## config.mk

```make
export PLATFORM = sky130hd
export DESIGN_NAME = mem_arbiter
export DESIGN_NICKNAME = d
export VERILOG_FILES = /design/src/rtl/mem_arb_pkg.sv /design/src/rtl/mem_arbiter.sv
export SDC_FILE = /design/constraint.sdc
export NUM_CORES = 1
export LEC_CHECK = 0
export ABC_AREA = 1
export BUFFER_PORTS_ARGS = -buffer_cell sky130_fd_sc_hd__buf_2
export CAP_MARGIN = 10
export CORE_ASPECT_RATIO = 2
export CORE_MARGIN = 2
export CORE_UTILIZATION = 46
export DETAILED_ROUTE_END_ITERATION = 12
export HOLD_SLACK_MARGIN = 0.05
export PLACE_DENSITY = 0.78
export SYNTH_ARGS = -nofsm -noshare
export SYNTH_HDL_FRONTEND = slang
export SYNTH_SLANG_ARGS = --single-unit
```

## constraint.sdc

```tcl
create_clock -name clk -period 4.31 [get_ports clk]
set_clock_uncertainty 0.15 [all_clocks]
set_input_delay 0.431 -clock clk [delete_from_list [all_inputs] [get_ports clk]]
set_output_delay 0.431 -clock clk [all_outputs]
set_load 0.005 [all_outputs]
```

## src/rtl/mem_arb_pkg.sv

```systemverilog
// rtl/mem_arb_pkg.sv - shared types for the two-port memory arbiter
package mem_arb_pkg;

    localparam int CNT_W = 4;

    typedef enum logic [1:0] {
        IDLE   = 2'd0,
        ACCESS = 2'd1,
        RESP   = 2'd2
    } state_t;

    typedef enum logic {
        PORT_I = 1'b0,
        PORT_D = 1'b1
    } port_t;

endpackage

```

## src/rtl/mem_arbiter.sv

```systemverilog
// rtl/mem_arbiter.sv - fetch/data port arbiter onto one fixed-latency memory
module mem_arbiter
    import mem_arb_pkg::*;
#(
    parameter int ADDR_W  = 32,
    parameter int DATA_W  = 32,
    parameter int MEM_LAT = 2
) (
    input  logic              clk,
    input  logic              reset,

    input  logic              i_req,
    input  logic [ADDR_W-1:0] i_addr,
    output logic              i_done,
    output logic [DATA_W-1:0] i_rdata,
    output logic              i_err,

    input  logic              d_req,
    input  logic              d_we,
    input  logic [ADDR_W-1:0] d_addr,
    input  logic [DATA_W-1:0] d_wdata,
    output logic              d_done,
    output logic [DATA_W-1:0] d_rdata,
    output logic              d_err,

    output logic              m_en,
    output logic              m_we,
    output logic [ADDR_W-1:0] m_addr,
    output logic [DATA_W-1:0] m_wdata,
    input  logic [DATA_W-1:0] m_rdata
);

    localparam logic [CNT_W-1:0] LAT_M1 = CNT_W'(MEM_LAT - 1);

    state_t              r_state;
    state_t              w_state_nxt;
    port_t               r_port;
    port_t               r_last;
    logic [ADDR_W-1:0]   r_addr;
    logic                r_we;
    logic [DATA_W-1:0]   r_wdata;
    logic [DATA_W-1:0]   r_rdata;
    logic                r_err;
    logic [CNT_W-1:0]    r_cnt;

    logic                w_any_req;
    port_t               w_gnt_port;
    logic [ADDR_W-1:0]   w_req_addr;
    logic                w_misalign;
    logic                w_first;

    // On a tie the port that was not served last wins.
    assign w_any_req  = i_req | d_req;
    assign w_gnt_port = (d_req && (!i_req || r_last == PORT_I)) ? PORT_D : PORT_I;
    assign w_req_addr = (w_gnt_port == PORT_D) ? d_addr : i_addr;
    assign w_misalign = |w_req_addr[1:0];
    assign w_first    = (r_cnt == LAT_M1);

    always_ff @(posedge clk or posedge reset) begin
        if (reset) begin
            r_state <= IDLE;
        end else begin
            r_state <= w_state_nxt;
        end
    end

    always_comb begin
        w_state_nxt = r_state;
        m_en        = 1'b0;
        m_we        = 1'b0;
        m_addr      = '0;
        m_wdata     = '0;
        i_done      = 1'b0;
        i_rdata     = '0;
        i_err       = 1'b0;
        d_done      = 1'b0;
        d_rdata     = '0;
        d_err       = 1'b0;
        unique case (r_state)
            IDLE: begin
                if (w_any_req) begin
                    w_state_nxt = w_misalign ? RESP : ACCESS;
                end
            end
            ACCESS: begin
                m_en    = 1'b1;
                m_we    = r_we && w_first;
                m_addr  = r_addr;
                m_wdata = r_wdata;
                if (r_cnt == '0) begin
                    w_state_nxt = RESP;
                end
            end
            RESP: begin
                w_state_nxt = IDLE;
                if (r_port == PORT_I) begin
                    i_done  = 1'b1;
                    i_rdata = r_rdata;
                    i_err   = r_err;
                end else begin
                    d_done  = 1'b1;
                    d_rdata = r_rdata;
                    d_err   = r_err;
                end
            end
            default: w_state_nxt = IDLE;
        endcase
    end

    // Misaligned grants skip ACCESS entirely, so the response is fixed at grant time.
    always_ff @(posedge clk or posedge reset) begin
        if (reset) begin
            r_port  <= PORT_I;
            r_last  <= PORT_I;
            r_addr  <= '0;
            r_we    <= 1'b0;
            r_wdata <= '0;
            r_rdata <= '0;
            r_err   <= 1'b0;
            r_cnt   <= '0;
        end else begin
            unique case (r_state)
                IDLE: begin
                    if (w_any_req) begin
                        r_port  <= w_gnt_port;
                        r_addr  <= {w_req_addr[ADDR_W-1:2], 2'b00};
                        r_we    <= (w_gnt_port == PORT_D) ? d_we : 1'b0;
                        r_wdata <= (w_gnt_port == PORT_D) ? d_wdata : '0;
                        r_err   <= w_misalign;
                        r_rdata <= '0;
                        r_cnt   <= w_misalign ? '0 : LAT_M1;
                    end
                end
                ACCESS: begin
                    if (r_cnt == '0) begin
                        r_rdata <= r_we ? '0 : m_rdata;
                    end else begin
                        r_cnt <= r_cnt - 1'b1;
                    end
                end
                RESP: begin
                    r_last <= r_port;
                end
                default: ;
            endcase
        end
    end

endmodule

```

==> impl_metrics.tcl <==
set metrics [dict create \
    max_stage_delay_ns 0.57 \
    required_ns 3.73 \
    finalHoldViolations 0 \
    cp_cell_sequence "nand2_2 -> buf_4 -> inv_1 -> buf_2" \
    p_leak_nw 3.699 \
    ctsRootBufferMaster "clkbuf_16" \
    synth_top_area_cell "dfrtp_1" \
    max_freq_ghz 0.4087 \
    maxSlewHeadroom 0.3517 \
    critPathBufInv 3 \
    synth_area_per_cell_sq_um 7.473 \
    holdCritPathClass "input pin to asynchronous set/reset pin" \
    synth_top_area_share 0.5018 \
    setup_ws_ns 1.863 \
    grt_max_degree 87 \
    p_sw_frac 0.4045 \
    cts.htree.levels 3 \
    synthAdderAreaFrac 0.007238 \
    final_cells 1078 \
    crit_fanout 67 \
    cts_buffers 9 \
    ctsHoldBuffers 0 \
    synth-simple-area-share 0.2321 \
    clkSinkCount 104 \
    worstSkewPairLatency_ns 0.34 \
    post-cts-setup-buffers 0 \
    ios 267 \
    io_buffer_count 264 \
    area_growth_pct 31.05 \
    synth_xor_xnor_area_share 0 \
    status "completed" \
    combPwrFrac 0.393 \
    arrival_ns 1.87 \
    internal-power_mw 2.199 \
    tightest_slew_ns 0.9710 \
    gr-total-overflow 0 \
    core_area_sq_um 10950 \
    final.period_utilization 0.5678 \
    synth_mux_area_frac 0 \
    synth_compound_area_frac 0.1279 \
    die-area_sq_um 12190 \
    synth.area.top_cells "dfrtp_1 (50%), nor2_1 (13%), inv_1 (7.5%)" \
    power_switching_mw 1.494 \
    power_density_nw_per_um2 543.4 \
    min_period_ns 2.447 \
    cts_tree "done" \
    grt_pass1_wl_mm 22.97 \
    drt-total-wl_mm 14.63 \
    gp_congestion 0.8589 \
    die_w_um 79.08 \
    pre_cts_slack_ns 1.652 \
    postPlaceCellArea_sq_um 6502 \
    ys_warn_count 0 \
    finalPower_mw 3.693 \
    final_nets 1066 \
    synth.ff_latch_count 104 \
    crit_path_start "r_state[0]" \
    dp_hpwl_mm 10.41 \
    drtIter0Drc 317 \
    nFillCells 1065 \
    ys_types 18 \
    antenna_found_initial 3 \
    cts_resized 0 \
    crit_type "flip-flop to primary output" \
    syn-cell-area_sq_um 5186 \
    critical-path-top-delay-family "buffers and inverters" \
    viasPerCell 4.846 \
    rr_startpoint "r_state[0]" \
    crit_slowest_cell "buf_4" \
    synth_top_family_by_area "simple AND/OR/NAND/NOR gates" \
    rows 54 \
    slew_viol_final 0 \
    grt_use_total 0.2378 \
    fin_setup_tns_ns 0 \
    final_common_cell "buf_2" \
    ant_nets 0 \
    start_util 0.4738 \
    yosysSeqAreaShare 0.5018 \
    rsz0062_at_grt "no" \
    end_kind "primary output" \
    fin_area_sq_um 6797 \
    crit_path_start_kind "flip-flop" \
    final_cell_mix "buf_2 (264), nor2_1 (172), dfrtp_1 (104)" \
    grt_pass1_vias 4903 \
    clock_path_buffers 2 \
    die_h_um 154.2 \
    wire_per_inst_um 13.57 \
    synth_cells 694 \
    finalSetupViolCount 0 \
    drive_gt1_frac 0.3187 \
    ir_drop_mv 0.3247 \
    first_pass_iters 4 \
    vias 5224 \
    clkPwrFrac 0.203 \
    cts.reportedPaths.clkPinSlew_ns 0.07 \
    pwr-share-seq 0.404 \
    drc 0 \
    max-cap-violations 0 \
    dp.cells 1058 \
]
[synth_stat cells]
cell type / number
buf_6: 6
nor2_2: 1
nand3_1: 67
nor2_1: 173
buf_1: 6
conb_1: 1
inv_1: 104
o21a_1: 1
dfrtp_1: 104
ha_1: 3
buf_2: 12
o21ai_1: 75
o21ai_0: 56
inv_2: 5
clkbuf_1: 17
nand2_1: 55
or2_2: 1
buf_4: 7
[area by class of cell]
| cell class | count | area, sq um | share of cell area |
|---|---|---|---|
| multi-input combinational | 434 | 1939 | 0.2853 |
| clock buffer | 11 | 232.7 | 0.03424 |
| sequential | 104 | 2603 | 0.3829 |
| tap | 140 | 175.2 | 0.02577 |
| timing repair buffer | 272 | 1394 | 0.2051 |
| inverter | 109 | 411.6 | 0.06057 |
| clock inverter | 5 | 33.78 | 0.004971 |
| antenna | 3 | 7.507 | 0.001105 |
[power groups by stage]
stage	sequential (mW)	combinational (mW)	clock (mW)
4_1_cts	1.49	1.45	0.764
3_5_place_dp	1.51	1.44	0
6_report	1.49	1.45	0.750
3_3_place_gp	1.49	1.41	0
5_1_grt	1.53	1.67	0.814
2_1_floorplan	1.47	1.12	0
[routing by layer]
metal / global-route usage / routed length, um
met3: 0.04343 / 854
met5: 0 / 0
met2: 0.4241 / 7772
met1: 0.2638 / 5476
met4: 0.1207 / 522
[registers in the layout (all words and copies together), names as in the netlist]
register,count
r_addr,30
r_cnt,4
r_err,1
r_last,1
r_port,1
r_rdata,32
r_state,2
r_wdata,32
r_we,1
[kinds of logic after synthesis]
kind of cell,Yosys count
other,1
and+or+nand+nor,297
DFF,104
AOI/OAI and AO/OA,132
adders and majority gates,3
buffers and inverters,157
[final timing paths]
path | endpoint | slack [ns] | depth (start not counted)
setup / recovery | m_en | 1.86 | 4
hold / removal | r_rdata[3] | 0.14 | 2
setup reg to reg | r_addr[5] | 1.97 | 7
hold reg to reg | r_err | 0.34 | 1
max in group asynchronous | r_rdata[29] | 2.91 | 3
min in group clk | r_rdata[25] | 0.17 | 3
[through the flow]
stage | util | hold slack, ns
after floorplan | - | 0.3030
after global placement | 0.5941 | 0.3179
after detailed placement | 0.5941 | 0.3227
after CTS | 0.6184 | 0.1593
after global routing | 0.6209 | 0.1726
final | 0.6209 | 0.1367
No activity file was read; power rests on OpenSTA's default activity.
